`src/rtl/mem_bus_arbiter.sv`:
```
// Shares one external memory port between I-cache refills and D-cache refills/writebacks.
// Optional macro MEMARB_RR_EN: round-robin tie-break instead of fixed D-over-I priority.
module mem_bus_arbiter #(
  parameter int LINE_WORDS = 4,
  parameter int ADDR_W     = 32,
  parameter int DATA_W     = 32
) (
  input  logic              Clk,
  input  logic              Rst,
  input  logic              i_req,
  input  logic [ADDR_W-1:0] i_addr,
  input  logic              i_abort,
  output logic [DATA_W-1:0] i_rdata,
  output logic              i_rvalid,
  output logic              i_done,
  input  logic              d_req,
  input  logic              d_we,
  input  logic [ADDR_W-1:0] d_addr,
  input  logic [DATA_W-1:0] d_wdata,
  output logic              d_wready,
  output logic [DATA_W-1:0] d_rdata,
  output logic              d_rvalid,
  output logic              d_done,
  output logic              mem_req,
  output logic              mem_we,
  output logic [ADDR_W-1:0] mem_addr,
  output logic [DATA_W-1:0] mem_wdata,
  input  logic              mem_ack,
  input  logic [DATA_W-1:0] mem_rdata
);

  localparam int CNT_W = $clog2(LINE_WORDS);
  localparam int OFF_W = CNT_W + 2;
  localparam logic [CNT_W-1:0]  LAST_BEAT = CNT_W'(LINE_WORDS - 1);
  localparam logic [ADDR_W-1:0] OFF_MASK  = ADDR_W'((1 << OFF_W) - 1);

  localparam logic [1:0] S_IDLE   = 2'd0;
  localparam logic [1:0] S_IBURST = 2'd1;
  localparam logic [1:0] S_DBURST = 2'd2;
  localparam logic [1:0] S_DONE   = 2'd3;

  logic [1:0]        state_q, state_d;
  logic              owner_q, owner_d;   // 1 = D side
  logic [CNT_W-1:0]  beat_q, beat_d;
  logic [ADDR_W-1:0] base_q, base_d;
  logic              we_q, we_d;
  logic              squash_q, squash_d;

  logic in_burst, beat_fire, i_elig, pick_d;
  logic i_rd, d_rd, d_wr;

  function automatic logic [ADDR_W-1:0] line_base(input logic [ADDR_W-1:0] a);
    return a & ~OFF_MASK;
  endfunction

  assign in_burst  = (state_q == S_IBURST) || (state_q == S_DBURST);
  assign beat_fire = in_burst && mem_ack;
  assign i_elig    = i_req && !i_abort;

`ifdef MEMARB_RR_EN
  logic last_q, last_d;   // 1 = D owned the previous grant
  assign pick_d = d_req && (!i_elig || !last_q);
`else
  assign pick_d = d_req;
`endif

  always_comb begin
    state_d  = state_q;
    owner_d  = owner_q;
    beat_d   = beat_q;
    base_d   = base_q;
    we_d     = we_q;
    squash_d = squash_q;
`ifdef MEMARB_RR_EN
    last_d   = last_q;
`endif
    case (state_q)
      S_IDLE: begin
        if (pick_d) begin
          state_d = S_DBURST;
          owner_d = 1'b1;
          base_d  = line_base(d_addr);
          we_d    = d_we;
          beat_d  = '0;
`ifdef MEMARB_RR_EN
          last_d  = 1'b1;
`endif
        end else if (i_elig) begin
          state_d = S_IBURST;
          owner_d = 1'b0;
          base_d  = line_base(i_addr);
          we_d    = 1'b0;
          beat_d  = '0;
`ifdef MEMARB_RR_EN
          last_d  = 1'b0;
`endif
        end
      end
      S_IBURST, S_DBURST: begin
        // A flush cannot cancel the memory burst; it only hides the results.
        if (state_q == S_IBURST && i_abort) squash_d = 1'b1;
        if (beat_fire) begin
          if (beat_q == LAST_BEAT) begin
            beat_d  = '0;
            state_d = S_DONE;
          end else begin
            beat_d = beat_q + 1'b1;
          end
        end
      end
      S_DONE: begin
        state_d  = S_IDLE;
        squash_d = 1'b0;
      end
      default: state_d = S_IDLE;
    endcase
  end

  always_ff @(posedge Clk or negedge Rst) begin
    if (!Rst) begin
      state_q  <= S_IDLE;
      owner_q  <= 1'b0;
      beat_q   <= '0;
      base_q   <= '0;
      we_q     <= 1'b0;
      squash_q <= 1'b0;
`ifdef MEMARB_RR_EN
      last_q   <= 1'b0;
`endif
    end else begin
      state_q  <= state_d;
      owner_q  <= owner_d;
      beat_q   <= beat_d;
      base_q   <= base_d;
      we_q     <= we_d;
      squash_q <= squash_d;
`ifdef MEMARB_RR_EN
      last_q   <= last_d;
`endif
    end
  end

  assign i_rd = (state_q == S_IBURST);
  assign d_rd = (state_q == S_DBURST) && !we_q;
  assign d_wr = (state_q == S_DBURST) && we_q;

  assign mem_req   = in_burst;
  assign mem_we    = d_wr;
  assign mem_addr  = base_q + (ADDR_W'(beat_q) << 2);
  assign mem_wdata = d_wr ? d_wdata : '0;

  // An abort seen in the same cycle as a beat already hides that beat.
  assign i_rvalid = i_rd && mem_ack && !(squash_q || i_abort);
  assign i_rdata  = i_rd ? mem_rdata : '0;
  assign d_rvalid = d_rd && mem_ack;
  assign d_rdata  = d_rd ? mem_rdata : '0;
  assign d_wready = d_wr && mem_ack;

  assign i_done = (state_q == S_DONE) && !owner_q && !squash_q;
  assign d_done = (state_q == S_DONE) && owner_q;

endmodule

```
`config.mk`:
```
export PLATFORM = sky130hd
export DESIGN_NAME = mem_bus_arbiter
export DESIGN_NICKNAME = d
export VERILOG_FILES = /design/src/rtl/mem_bus_arbiter.sv
export SDC_FILE = /design/constraint.sdc
export NUM_CORES = 1
export LEC_CHECK = 0
export CORE_ASPECT_RATIO = 1.4
export CORE_MARGIN = 8
export CORE_UTILIZATION = 31
export CTS_CLUSTER_DIAMETER = 100
export DETAILED_ROUTE_END_ITERATION = 10
export HOLD_SLACK_MARGIN = 0.05
export PLACE_DENSITY = 0.93
export SYNTH_ARGS = -nofsm -noshare
export SYNTH_HDL_FRONTEND = slang
export SYNTH_SLANG_ARGS = --single-unit
```
`constraint.sdc`:
```
create_clock -name Clk -period 2.1 [get_ports Clk]
set_input_delay 0.525 -clock Clk [delete_from_list [all_inputs] [get_ports Clk]]
set_output_delay 0.525 -clock Clk [all_outputs]
set_load 0.01 [all_outputs]
```
==> impl_metrics.env <==
export IMPL_status="finished with violations"
export IMPL_violations="setup timing"
export IMPL_grt_pass1_vias=3382
export IMPL_die_w_um=96
export IMPL_hold_ws_ns=0.333
export IMPL_layout_common_cells="clkdlybuf4s50_1 (153), clkbuf_2 (52), mux2_4 (47)"
export IMPL_cp_common_cell="buf_6"
export IMPL_p_total_uw=6660
export IMPL_cts_buffer_depth=2
export IMPL_fill_cells=683
export IMPL_synth_top_cell_area_share_pct=31.5
export IMPL_synth_warnings=0
export IMPL_synth_cells=255
export IMPL_num_rows=41
export IMPL_slowest_delay_ns=0.37
export IMPL_hpwl_um=10500
export IMPL_final_setup_viol_count=24
export IMPL_synthAdderAreaFrac_pct=2.70
export IMPL_clockRootBuffer="clkbuf_16"
export IMPL_setup_ws_ns=-0.124
export IMPL_path_buf_inv=5
export IMPL_grt_pass1_wl_um=19000
export IMPL_path_delay_family="buffers and inverters"
export IMPL_area_growth_pct=110
export IMPL_synth_cell_type_count=32
export IMPL_muxShareOfSynthArea_pct=30.3
export IMPL_hold_viol=0
export IMPL_min_period_ns=2.22
export IMPL_drive_above_1_share_pct=46.2
export IMPL_synth_top_cell_by_area="dfrtp_1"
export IMPL_ys_ff_latch=35
export IMPL_nets=675
export IMPL_yosys_area_share_simple_pct=26.4
export IMPL_drc=0
export IMPL_crit_type="register to output pin"
export IMPL_drt_iter0_markers=61
export IMPL_min_path_type="input pin to async pin"
export IMPL_placed_cells=619
export IMPL_ys_async_sr_fraction_pct=100
export IMPL_grtUsageTotal_pct=20.2
export IMPL_routabilityCongestion=0.805
export IMPL_io_buffers=259
export IMPL_p_per_area_mw_per_mm2=1140
export IMPL_synth_compound_area_share_pct=3.33
export IMPL_avgSynthCellArea_um2=10.9
export IMPL_synth_top_family_by_area="multiplexers"
export IMPL_antenna_cells=0
export IMPL_viasPerCell=4.74
export IMPL_grt_overflow=0
export IMPL_path_max_fanout=7
export IMPL_maxSlewHeadroom_pct=47.6
export IMPL_dr_pass1_iters=4
export IMPL_synth_edf_count=0
export IMPL_rsz0062_at_grt="true"
export IMPL_synthXorXnorAreaFrac_pct=0
export IMPL_cts_max_level=2
export IMPL_fmax_ghz=0.450
export IMPL_mostFrequentLayoutCell="clkdlybuf4s50_1"
export IMPL_maxCapViolCount=0
export IMPL_crit_path_end_kind="output pin"
export IMPL_slew_violations=0
export IMPL_finalClockSkew_ns=0.00243
export IMPL_path_clk_slew_ns=0.05
export IMPL_grt_max_degree=36
export IMPL_grt_antenna_before_repair=0
export IMPL_clk_latency_ns=0.27
export IMPL_synth_flop_cell="dfrtp_1"
export IMPL_crit_arrival_ns=1.70
export IMPL_die_height_um=128
export IMPL_vias=3041
export IMPL_fin_util_pct=65.6
export IMPL_ios=270
export IMPL_netlist_area_mm2=0.00278
export IMPL_yosysSeqAreaShare_pct=31.5
export IMPL_worst_pin_slew_ns=0.786
export IMPL_detail_route_antenna_nets=0
export IMPL_numCtsBuffers=5
export IMPL_hold_buffers=0
export IMPL_wl_per_cell_um=20.6
export IMPL_fin_crit_sh_pct=106
export IMPL_synthTopCellsByArea="dfrtp_1 (32%), mux2_4 (25%), and2_1 (15%)"
export IMPL_initial_core_util_pct=31.3
export IMPL_clkSinkCount=35
export IMPL_peakVddDrop_mv=0.736
export IMPL_core_mm2=0.00887
export IMPL_startpoint_type="register"
export IMPL_cts_tree="yes"
export IMPL_crit_required_ns=1.57
export IMPL_crit_chain="inv_2, ha_4, and2b_4, buf_6, buf_16, buf_6, and2_4, buf_6"
export IMPL_final_cell_count_no_fill=642
export IMPL_slowest_stage="dfrtp_1"
export IMPL_die_area_mm2=0.0123
export IMPL_wl_um=13200
export IMPL_cellLeakagePower_uw=0.00284
==> metal layers <==
layer / global-route usage, % / share of wire (%) / up-vias
met4: 5.54 / 1.5 / 0
met3: 9.44 / 14 / 15
met2: 36.0 / 52 / 190
met1: 20.0 / 33 / 1407
met5: 0 / 0 / -
li1: - / - / 1429
==> power breakdown <==
part | switching, uW | internal [uW] | total (uW)
Clock | 265 | 438 | 704
Combinational | 1880 | 2840 | 4720
Sequential | 213 | 1020 | 1240
Total | 2360 | 4300 | 6660
==> registers in the layout, indices dropped and copies added, names as in the netlist <==
| name | cells |
|---|---|
| squash_q | 1 |
| owner_q | 1 |
| we_q | 1 |
| state_q | 2 |
| beat_q | 2 |
| base_q | 28 |
==> final timing paths <==
| kind | from | to | slack [ns] | cells past startpoint |
|---|---|---|---|---|
| worst max register to register | state_q[1] | state_q[1] | 0.17 | 7 |
| worst min register to register | base_q[7] | base_q[7] | 0.51 | 1 |
| max in group asynchronous | Rst | state_q[1] | 1.21 | 1 |
| worst min-delay path | Rst | base_q[4] | 0.33 | 1 |
| worst max-delay path | state_q[0] | d_rdata[10] | -0.12 | 8 |
| min in group Clk | base_q[7] | base_q[7] | 0.51 | 1 |
==> Yosys cell counts (2+ instances only) <==
master,number
a21oi_1,2
nand2b_1,3
mux2_1,2
o21ai_0,3
inv_1,4
dfrtp_1,35
nand2_1,3
clkbuf_1,12
a211o_1,2
buf_4,2
buf_6,7
and3_1,33
mux2_2,10
ha_1,6
nand3_1,2
and2_1,67
mux2_4,47
==> cell families (layout without fill, tap and decap cells) <==
| kind of cell | count (synthesis) | in the layout |
|---|---|---|
| fa+ha+maj | 6 | 6 |
| buf+inv | 26 | 305 |
| other cells | 1 | 2 |
| mux | 59 | 59 |
| simple gates | 116 | 116 |
| compound gates | 12 | 12 |
| flops | 35 | 35 |
==> stage by stage <==
stage | area [um2] | setup WS [ns] | TNS [ns]
2_1_floorplan | 2780 | 0.251 | 0
3_3_place_gp | 5580 | -0.335 | -11.92
3_5_place_dp | 5580 | -0.381 | -13.93
4_1_cts | 5930 | -0.158 | -2.57
5_1_grt | 5820 | -0.162 | -2.72
6_report | 5820 | -0.124 | -1.39
==> what timing repair did <==
action                     CTS  global route
pin swaps                   21            11
gates cloned                 4             1
setup endpoints to repair  103            71
hold endpoints to repair     0             0
gates resized for setup    331           126
setup buffers               10             4
==> area by class of cell <==
cell class                 count  area (um2)  area share, %
clock inverter                 1        5.00         0.0859
clock buffer                   7         133           2.28
timing repair buffer         292        2760           47.4
inverter                       5        18.8          0.322
multi-input combinational    195        1900           32.6
tap                          107         134           2.30
sequential                    35         877           15.1
(Power assumes the default switching activity.)
